`config.mk`:
```
export PLATFORM = sky130hd
export DESIGN_NAME = adex_spike_event_encoder_flat
export DESIGN_NICKNAME = d
export VERILOG_FILES = /design/src/rtl/adex_spike_event_encoder_pkg.sv /design/src/rtl/adex_spike_event_encoder_if.sv /design/src/rtl/adex_spike_event_encoder_fifo.sv /design/src/rtl/adex_spike_event_encoder.sv /design/src/flat_wrapper.sv
export SDC_FILE = /design/constraint.sdc
export NUM_CORES = 1
export LEC_CHECK = 0
export ABC_AREA = 1
export BUFFER_PORTS_ARGS = -buffer_cell sky130_fd_sc_hd__buf_2
export CORE_MARGIN = 2
export CORE_UTILIZATION = 65
export DETAILED_ROUTE_END_ITERATION = 7
export PLACE_DENSITY = 0.84
export SYNTH_ARGS = -nofsm -noshare
export SYNTH_HDL_FRONTEND = slang
export SYNTH_SLANG_ARGS = --single-unit
```
`constraint.sdc`:
```
create_clock -name clk -period 7.09 [get_ports clk]
set_clock_uncertainty 0.05 [all_clocks]
set_input_delay 0.3545 -clock clk [delete_from_list [all_inputs] [get_ports clk]]
set_output_delay 0.3545 -clock clk [all_outputs]
set_load 0.01 [all_outputs]
```
`src/rtl/adex_spike_event_encoder_pkg.sv`:
```
// Shared types and defaults for the AdEx spike event encoder.
// Build option: define ADEX_EVT_ISI_EN to emit inter-spike intervals.
package adex_evt_pkg;

   localparam int TS_W_DEF = 16;
   localparam int FIFO_DEPTH_DEF = 8;

   typedef enum logic {
      IDLE,
      SEND
   } state_t;

   function automatic int nbytes(input int w);
      return w / 8;
   endfunction

endpackage

```
`src/rtl/adex_spike_event_encoder_if.sv`:
```
// Byte stream towards the off-chip reader (valid/ready).
// Carries one event as NBYTES bytes, MSB first.
interface adex_spike_event_encoder_if;

   logic [7:0] out_data_o;
   logic       out_valid_o;
   logic       out_ready_i;
   logic       out_last_o;

   modport master (
      output out_data_o,
      output out_valid_o,
      output out_last_o,
      input  out_ready_i
   );

   modport slave (
      input  out_data_o,
      input  out_valid_o,
      input  out_last_o,
      output out_ready_i
   );

endinterface

```
`src/rtl/adex_spike_event_encoder_fifo.sv`:
```
// Synchronous event FIFO, no write-to-read bypass.
// A push is refused while full, even with a same-cycle pop.
module adex_evt_fifo #(
   parameter int DEPTH = 8,
   parameter int WIDTH = 16,
   parameter int AW    = $clog2(DEPTH)
) (
   input  logic             clk,
   input  logic             rst_n,
   input  logic             clear,
   input  logic             push,
   input  logic             pop,
   input  logic [WIDTH-1:0] wdata,
   output logic [WIDTH-1:0] rdata,
   output logic             full,
   output logic             empty,
   output logic [AW:0]      count
);

   logic [WIDTH-1:0] mem [DEPTH];
   logic [AW-1:0]    wr_ptr;
   logic [AW-1:0]    rd_ptr;
   logic [AW:0]      cnt;
   logic             do_push;
   logic             do_pop;

   assign full    = (cnt == (AW+1)'(DEPTH));
   assign empty   = (cnt == '0);
   assign count   = cnt;
   assign rdata   = mem[rd_ptr];
   assign do_push = push & ~full;
   assign do_pop  = pop & ~empty;

   always_ff @(posedge clk or negedge rst_n) begin
      if (!rst_n) begin
         wr_ptr <= '0;
         rd_ptr <= '0;
         cnt    <= '0;
      end else if (clear) begin
         wr_ptr <= '0;
         rd_ptr <= '0;
         cnt    <= '0;
      end else begin
         if (do_push) wr_ptr <= wr_ptr + 1'b1;
         if (do_pop)  rd_ptr <= rd_ptr + 1'b1;
         unique case ({do_push, do_pop})
            2'b10:   cnt <= cnt + 1'b1;
            2'b01:   cnt <= cnt - 1'b1;
            default: cnt <= cnt;
         endcase
      end
   end

   always_ff @(posedge clk) begin
      if (do_push && !clear) mem[wr_ptr] <= wdata;
   end

endmodule

```
`src/rtl/adex_spike_event_encoder.sv`:
```
// Timestamps neuron spikes, queues them and streams them bytewise.
// Build option: ADEX_EVT_ISI_EN selects inter-spike-interval payloads.
module adex_spike_event_encoder
   import adex_evt_pkg::*;
#(
   parameter int TS_W       = TS_W_DEF,
   parameter int FIFO_DEPTH = FIFO_DEPTH_DEF
) (
   input  logic                        clk,
   input  logic                        rst_n,
   input  logic                        en_i,
   input  logic                        clear_i,
   input  logic                        tick_i,
   input  logic                        spike_i,
   adex_spike_event_encoder_if.master  out,
   output logic [$clog2(FIFO_DEPTH):0] fifo_cnt_o,
   output logic                        overflow_o,
   output logic [TS_W-1:0]             ts_o
);

   localparam int NB = nbytes(TS_W);
   localparam int IW = (NB > 1) ? $clog2(NB) : 1;
   localparam int AW = $clog2(FIFO_DEPTH);

   state_t          state, state_nx;
   logic [TS_W-1:0] shift, shift_nx;
   logic [IW-1:0]   idx, idx_nx;
   logic [TS_W-1:0] ts;
   logic [TS_W-1:0] evt;
   logic [TS_W-1:0] rdata;
   logic            full, empty, pop;
   logic            tick_en, spike_en;
   logic            last, hs;

   assign tick_en  = tick_i & en_i;
   assign spike_en = spike_i & en_i;
   assign last     = (idx == IW'(NB-1));
   assign hs       = out.out_valid_o & out.out_ready_i;

   adex_evt_fifo #(
      .DEPTH (FIFO_DEPTH),
      .WIDTH (TS_W),
      .AW    (AW)
   ) u_fifo (
      .clk   (clk),
      .rst_n (rst_n),
      .clear (clear_i),
      .push  (spike_en),
      .pop   (pop),
      .wdata (evt),
      .rdata (rdata),
      .full  (full),
      .empty (empty),
      .count (fifo_cnt_o)
   );

   always_ff @(posedge clk or negedge rst_n) begin
      if (!rst_n) begin
         ts         <= '0;
         overflow_o <= 1'b0;
      end else if (clear_i) begin
         ts         <= '0;
         overflow_o <= 1'b0;
      end else begin
         if (tick_en)         ts         <= ts + 1'b1;
         if (spike_en && full) overflow_o <= 1'b1;
      end
   end

`ifdef ADEX_EVT_ISI_EN
   logic [TS_W-1:0] isi;

   // Restart from the tick that coincides with the spike, if any.
   always_ff @(posedge clk or negedge rst_n) begin
      if (!rst_n) begin
         isi <= '0;
      end else if (clear_i) begin
         isi <= '0;
      end else if (spike_en) begin
         isi <= TS_W'(tick_en);
      end else if (tick_en && !(&isi)) begin
         isi <= isi + 1'b1;
      end
   end

   assign evt = isi;
`else
   assign evt = ts;
`endif

   assign ts_o = ts;

   always_ff @(posedge clk or negedge rst_n) begin
      if (!rst_n) begin
         state <= IDLE;
         shift <= '0;
         idx   <= '0;
      end else if (clear_i) begin
         state <= IDLE;
         shift <= '0;
         idx   <= '0;
      end else begin
         state <= state_nx;
         shift <= shift_nx;
         idx   <= idx_nx;
      end
   end

   always_comb begin
      state_nx = state;
      shift_nx = shift;
      idx_nx   = idx;
      pop      = 1'b0;
      unique case (state)
         IDLE: begin
            if (!empty) begin
               pop      = 1'b1;
               shift_nx = rdata;
               idx_nx   = '0;
               state_nx = SEND;
            end
         end
         SEND: begin
            if (hs && !last) begin
               shift_nx = shift << 8;
               idx_nx   = idx + 1'b1;
            end else if (hs && !empty) begin
               pop      = 1'b1;
               shift_nx = rdata;
               idx_nx   = '0;
            end else if (hs) begin
               state_nx = IDLE;
            end
         end
         default: state_nx = IDLE;
      endcase
   end

   assign out.out_valid_o = (state == SEND);
   assign out.out_data_o  = shift[TS_W-1 -: 8];
   assign out.out_last_o  = (state == SEND) & last;

endmodule

```
`src/flat_wrapper.sv`:
```
// flat-port wrapper written by rule: the top's interface ports become plain ports
module adex_spike_event_encoder_flat import adex_evt_pkg::*;
#(
   parameter int TS_W       = TS_W_DEF,
   parameter int FIFO_DEPTH = FIFO_DEPTH_DEF
)
  (clk, rst_n, en_i, clear_i, tick_i, spike_i, fifo_cnt_o, overflow_o, ts_o, out_out_data_o, out_out_valid_o, out_out_last_o, out_out_ready_i);
  adex_spike_event_encoder_if out_i ();
  input  logic clk;
  input  logic rst_n;
  input  logic en_i;
  input  logic clear_i;
  input  logic tick_i;
  input  logic spike_i;
  output logic [$clog2(FIFO_DEPTH):0] fifo_cnt_o;
  output logic overflow_o;
  output logic [TS_W-1:0] ts_o;
  output wire logic [$bits(out_i.out_data_o)-1:0] out_out_data_o;
  output wire logic [$bits(out_i.out_valid_o)-1:0] out_out_valid_o;
  output wire logic [$bits(out_i.out_last_o)-1:0] out_out_last_o;
  input wire logic [$bits(out_i.out_ready_i)-1:0] out_out_ready_i;
  assign out_out_data_o = out_i.out_data_o;
  assign out_out_valid_o = out_i.out_valid_o;
  assign out_out_last_o = out_i.out_last_o;
  assign out_i.out_ready_i = out_out_ready_i;
  adex_spike_event_encoder #(.TS_W(TS_W), .FIFO_DEPTH(FIFO_DEPTH)) u_core (.clk(clk), .rst_n(rst_n), .en_i(en_i), .clear_i(clear_i), .tick_i(tick_i), .spike_i(spike_i), .out(out_i), .fifo_cnt_o(fifo_cnt_o), .overflow_o(overflow_o), .ts_o(ts_o));
endmodule
```
* Word level (Yosys, flattened, before mapping)
Memory sizes are Yosys's and may differ from the RTL's.
Index checks and enable logic that the tools add are counted.
** Storage, ports and cells
- Flip-flop bits (word level) :: 45
- Bits in writable memories :: 128
- Input port bits :: 7
- Word-level logic and storage cells :: 74
- Memories :: 1
** Memories
- u_core.u_fifo.mem :: words 8, width 16, rd ports 1, clocked after memory_dff 0, wr ports 1, line adex_spike_event_encoder_fifo.sv:20 : logic [WIDTH-1:0] mem [DEPTH];
** Cells by class
- Add/subtract/negate cells :: 6
- Eq/ne operators :: 5
- Mux-type cells :: 31
- Bitwise gates (word level) :: 9
- Reduce and logical (&&, ||, !) cells :: 14
** Operator list (number)
- two-way mux 16 bit :: 6
- case mux 16 bit (2 select lines) :: 1
- adder 16 x 1 -> 16 bit (second input constant) :: 1
- two-way mux 1 bit :: 15
- two-way mux 3 bit :: 4
- case mux 4 bit (2 select lines) :: 1
- nonzero test 2 bit :: 4
- adder 3 x 1 -> 3 bit (second input constant) :: 2
- bitwise AND 1 bit :: 6
- case mux 1 bit (2 select lines) :: 3
- adder 4 x 1 -> 4 bit (second input constant) :: 1
- equality test 4 bit (second input constant) :: 1
- logical AND 1 bit :: 4
- logical NOT 4 bit :: 1
- two-way mux 4 bit :: 1
- != test 4 bit (second input constant) :: 1
- subtractor 4 x 1 -> 4 bit (second input constant) :: 1
- logical NOT 1 bit :: 3
- != test 3 bit (second input constant) :: 1
- inverter 1 bit :: 3
- nonzero test 3 bit :: 1
- equality test 2 x 1 -> 1 bit (second input constant) :: 1
- equality test 2 bit (second input constant) :: 1
- AND reduction 2 bit :: 1
- adder 1 bit (second input constant) :: 1

* Logic depth before layout (Yosys ltp)
- Depth after elaboration :: 10
- Gate-level depth with buffers :: 14

* Modules after synthesis
Synthesis repeated with hierarchy kept, for this count alone.
** Unflattened totals
- Cells, all modules :: 687
- Area, all modules :: 7482.2 µm²
** By module, submodules not included
- adex_evt_fifo :: times used 1, cells each 452, area an instance 5626.6 µm², seq. area each 4093.9 µm²
- adex_spike_event_encoder :: times used 1, cells each 235, area an instance 1855.5 µm², seq. area each 875.8 µm²

* Least setup slack after synthesis
No wires, ideal clock.
- Path kind :: reg2reg
- Start point :: register u_core.u_fifo.cnt[3] (netlist: u_core.u_fifo.count[3])
- End point :: memory u_core.u_fifo.mem[6][0], enable pin
- Library setup time :: 0.409 ns
- Data arrival time :: 2.169 ns
- Data required time :: 6.631 ns
- Path slack :: 4.462 ns
- Cell stages (with the launch flop) :: 8
- Path buffers :: 0
- Cells stage by stage :: dfrtp_1 inv_1 nor2_1 nand2_1 nand2_2 nor2_1 nand2_1 nor3_1
** On the way
- Word-level cells in the longest chain between the ends :: 6
** Ends and longest elaborated chain
- from (decl) :: line adex_spike_event_encoder_fifo.sv:23 : logic [AW:0] cnt;
- from (signal assigned) :: line adex_spike_event_encoder_fifo.sv:47 : 2'b10: cnt <= cnt + 1'b1;
- from (signal assigned) :: line adex_spike_event_encoder_fifo.sv:48 : 2'b01: cnt <= cnt - 1'b1;
- from (signal assigned) :: line adex_spike_event_encoder_fifo.sv:49 : default: cnt <= cnt;
- equality test 4 bit :: line adex_spike_event_encoder_fifo.sv:27 : assign full = (cnt == (AW+1)'(DEPTH));
- inverter 1 bit :: line adex_spike_event_encoder_fifo.sv:31 : assign do_push = push & ~full;
- bitwise AND 1 bit :: line adex_spike_event_encoder_fifo.sv:31
- logical AND 1 bit :: line adex_spike_event_encoder_fifo.sv:55 : if (do_push && !clear) mem[wr_ptr] <= wdata;
- two-way mux 1 bit :: line adex_spike_event_encoder_fifo.sv:55
- two-way mux 1 bit (implied by the code) :: line adex_spike_event_encoder_fifo.sv:55
- to (decl) :: line adex_spike_event_encoder_fifo.sv:20
Every way passes these cells.

* Worst setup path in the final report
- Start point :: register u_core.u_fifo.rd_ptr[2]
- End point :: register u_core.shift[8]
** On the way
- Word-level cells in the longest chain between the ends :: 5
- Elaborated cells between the ends (all ways) :: 6
- Classes of those cells :: 5 x mux; 1 x memory
** Ends and longest elaborated chain
- from (decl) :: line adex_spike_event_encoder_fifo.sv:22 : logic [AW-1:0] rd_ptr;
- from (signal assigned) :: line adex_spike_event_encoder_fifo.sv:45 : if (do_pop) rd_ptr <= rd_ptr + 1'b1;
- memory read (8 x 16 bit) *
- two-way mux 16 bit :: line adex_spike_event_encoder.sv:127 : end else if (hs && !empty) begin
- two-way mux 16 bit :: line adex_spike_event_encoder.sv:124 : if (hs && !last) begin
- case mux 16 bit (2 select lines) * :: line adex_spike_event_encoder.sv:114 : unique case (state)
- two-way mux 16 bit * :: line adex_spike_event_encoder.sv:98 : end else if (clear_i) begin
- to (signal assigned) :: line adex_spike_event_encoder.sv:104 : shift <= shift_nx;
- to (decl) :: line adex_spike_event_encoder.sv:26 : logic [TS_W-1:0] shift, shift_nx;
Every way passes the cells marked *; elsewhere a longest branch is shown, timed or not. The select of a mux whose other input is x is not followed.
A chain may end at the register's enable or synchronous reset.

==> results by group <==
Logic synthesis
  – Post-synthesis mux area share: 0%
  – Adder-Cell Fraction of Synth Area: 0.8565%
  – Leading post-synthesis cells by cell area: edfxtp_1 53%, dfrtp_1 15%, o21ai_0 5.3%, nand2_1 5.2%, nor2_1 3.6%
  – Warnings from Yosys: 0
  – Cell taking the most area after synthesis: edfxtp_1
  – Post-Synthesis Cells: 645
  – Post-synthesis compound-gate area fraction: 10.53%
  – Unique masters post-synth: 39
  – Synth Area in XOR/XNOR: 0.3597%
  – Ys flop type: edfxtp_1
  – Synth top area share: 52.62%
  – Avg Cell Area, Syn: 11.32 µm²
  – Post-synth EDFFs: 128
  – Largest family of logic cells by synthesized area: simple AND/OR/NAND/NOR gates
  – Synth Area in Simple Gates: 15.13%
  – Number of synthesized register bits: 173
  – Syn nets: 657
  – Register area share after synthesis: 68.04%
  – Synth async-reset ratio: 26.01%
  – Mapped cell area: 7305 µm²

Power
  – Reg power frac: 44.6%
  – Comb pwr share: 20.2%
  – VDD IR-drop max: 194.8 µV
  – Internal power: 1.823 mW
  – Net switching power: 0.7942 mW
  – Leak: 3.266 nW
  – Sw frac: 30.34%
  – Power Density: 320.2 nW/µm²
  – Clock power frac: 35.2%

CTS
  – Clock Latency Late Sink: 0.54 ns
  – Sink Count: 173
  – H-Tree Depth: 4
  – CTS tree: done
  – Resized cells post-CTS: 0
  – Root buffer cell: clkbuf_8
  – Clock Path Buffers: 2
  – CTS Buf Count: 17
  – Clk pin slew, worst setup/hold paths: 0.07 ns

Timing
  – Final min period: 2.511 ns
  – Crit path setup slack, layout: 4.579 ns
  – Fmax: 0.3983 GHz
  – Fin. max-slew vios: 0
  – Final setup viols: 0
  – Worst-margin pin slew: 1.056 ns
  – Setup TNS: 0 ns
  – Final Hold Viols: 0
  – Final period util: 35.42%
  – RSZ-0062 raised after global routing: false
  – Max-slew headroom: 29.59%

Routing
  – First-pass detailed-route iteration total: 5
  – DRC viols: 0
  – DR vias: 5,429
  – WL/cell: 21.41 µm
  – Number of DRC markers in iteration 0: 639
  – WL final: 17.82 mm
  – Vias/cell: 6.525
  – Detail Route Antenna Nets: 0

Run status
  – Status: finished, final reports clean

Final layout
  – N_diodes: 0
  – Area growth, synth to finish: 11.90%
  – Filler cells: 646
  – Layout cell share with drive strength beyond 1: 15.46%
  – Reg area: 4971 µm²
  – Most common cell after layout, fill and taps aside: edfxtp_1
  – Commonest non-fill, non-tap cells in the layout: 128 x edfxtp_1, 102 x nand2_1, 78 x o21ai_0
  – Final net count: 691
  – Multi-input gate area: 1973 µm²

GRT
  – Initial antenna violation count: 0
  – Pin count of the biggest net entering global routing: 71
  – Vias in the first global route: 5,123
  – First-pass GRT wire length: 27.49 mm
  – GR Util All Layers: 31.68%
  – Grt total ovfl: 0

Place
  – Buffers on Ports: 37
  – Pre-CTS setup slack: 4.751 ns
  – Gpl congestion: 0.8678
  – Dpl hpwl: 10.27 mm

Die
  – Core Box Area: 10,890 µm²
  – Die height: 110.0 µm
  – DIE AREA: 12,100 µm²
  – Die width: 110.0 µm
  – IO Pins: 38
  – Starting Density: 67.09%
  – Row Count: 38

Worst setup path
  – CP max stage delay: 0.82 ns
  – CP Max Fanout: 19
  – Crit-path slowest cell: clkinv_1
  – Worst reg2reg startpoint: u_core.u_fifo.rd_ptr[2]
  – Worst Path Arrival: 2.88 ns
  – CP most frequent cell: nand3_1
  – Critical-path cell list: clkinv_1 > nand3_1 > nand3_1 > a22o_1
  – Critical Path Sink Type: flop
  – Worst r2r path cells: 4
  – Reg-to-reg critical path endpoint: u_core.shift[8]
  – Critical path class: flop to flop
  – Required time worst endpoint: 7.46 ns
  – R2r setup slk: 4.58 ns
  – Startpoint Class: flop
  – Worst Path Buf+Inv: 1
  – Delay-heaviest family, CP: buffers and inverters

Job
  – Max-capacitance violation count: 0

Min path
  – Worst Hold Class: primary input to flop
  – Worst hold endpoint: u_core.ts_o[5]
  – Min-Delay Path Depth: 2
  – Hold_sp: clear_i
-- worst max path at each step --
stage	from	to	slack [ns]	depth (start not counted)
6_report	u_core.u_fifo.rd_ptr[2]	u_core.shift[8]	4.58	4
5_1_grt	u_core.u_fifo.count[3]	u_core.u_fifo.mem[0][5]	4.54	8
3_5_place_dp	u_core.u_fifo.count[3]	u_core.u_fifo.mem[1][5]	4.75	8
3_3_place_gp	u_core.u_fifo.count[3]	u_core.u_fifo.mem[1][4]	4.90	8
2_1_floorplan	u_core.u_fifo.count[3]	u_core.u_fifo.mem[6][0]	4.46	7
4_1_cts	u_core.u_fifo.rd_ptr[2]	u_core.shift[8]	4.73	4
-- what timing repair did --
item,CTS,global route
endpoints found under the hold margin,45,0
setup buffers,0,0
hold buffers,1,0
-- synthesized netlist by cell type (8+ instances only) --
cell type / n
nand3_1: 50
inv_1: 42
nand2_1: 102
dfrtp_1: 45
edfxtp_1: 128
o221ai_1: 15
o21ai_0: 78
nor2_1: 70
buf_2: 8
clkbuf_1: 14
buf_4: 10
a21oi_1: 18
-- layout make-up --
class                   instances  share of cell area [%]
well taps                     140                   2.143
clock buffers                  18                   5.113
clock inverters                14                   2.082
multi-input cells             388                   24.14
inverters                      50                   2.311
repair buffers                 49                   3.398
flip-flops and latches        173                   60.81
-- state kept, by name, summed over array words and instances, names as in the netlist --
register                cells
u_core.idx                  1
u_core.out.out_valid_o      1
u_core.overflow_o           1
u_core.shift               16
u_core.ts_o                16
u_core.u_fifo.count         4
u_core.u_fifo.mem         128
u_core.u_fifo.rd_ptr        3
u_core.u_fifo.wr_ptr        3
-- metal layers --
layer / vias to the layer above / track usage, % / share of wire [%]
met5: - / 0 / 0
met4: 0 / 13.92 / 3.6
met3: 74 / 6.173 / 11
met2: 446 / 52.10 / 50
met1: 2575 / 41.44 / 36
li1: 2334 / - / -
-- logic make-up after synthesis --
kind of cell,after synthesis
compound gates,133
xor+xnor,3
fa+ha+maj,5
buf+inv,84
flops,173
simple gates,247
-- per-stage QoR --
step | utilization [%] | power [mW] | std cells | area, µm² | hold WS, ns
after floorplan | - | 1.557 | 645 | 7305 | 0.008909
after global placement | 69.58 | 1.665 | 799 | 7576 | 0.4218
after detailed placement | 69.58 | 1.687 | 799 | 7576 | 0.4219
after CTS | 75.07 | 2.608 | 832 | 8174 | 0.1221
after global routing | 75.07 | 2.709 | 832 | 8174 | 0.1506
final | 75.07 | 2.617 | 832 | 8174 | 0.1446
-- power groups by stage --
stage                     sequential, mW  combinational (mW)  clock, mW
final                               1.17               0.529      0.921
after global routing                1.17               0.578      0.959
after CTS                           1.17               0.518      0.924
after detailed placement            1.19               0.501          0
after global placement              1.18               0.483          0
after floorplan                     1.18               0.380          0
(Power assumes the default switching activity.)
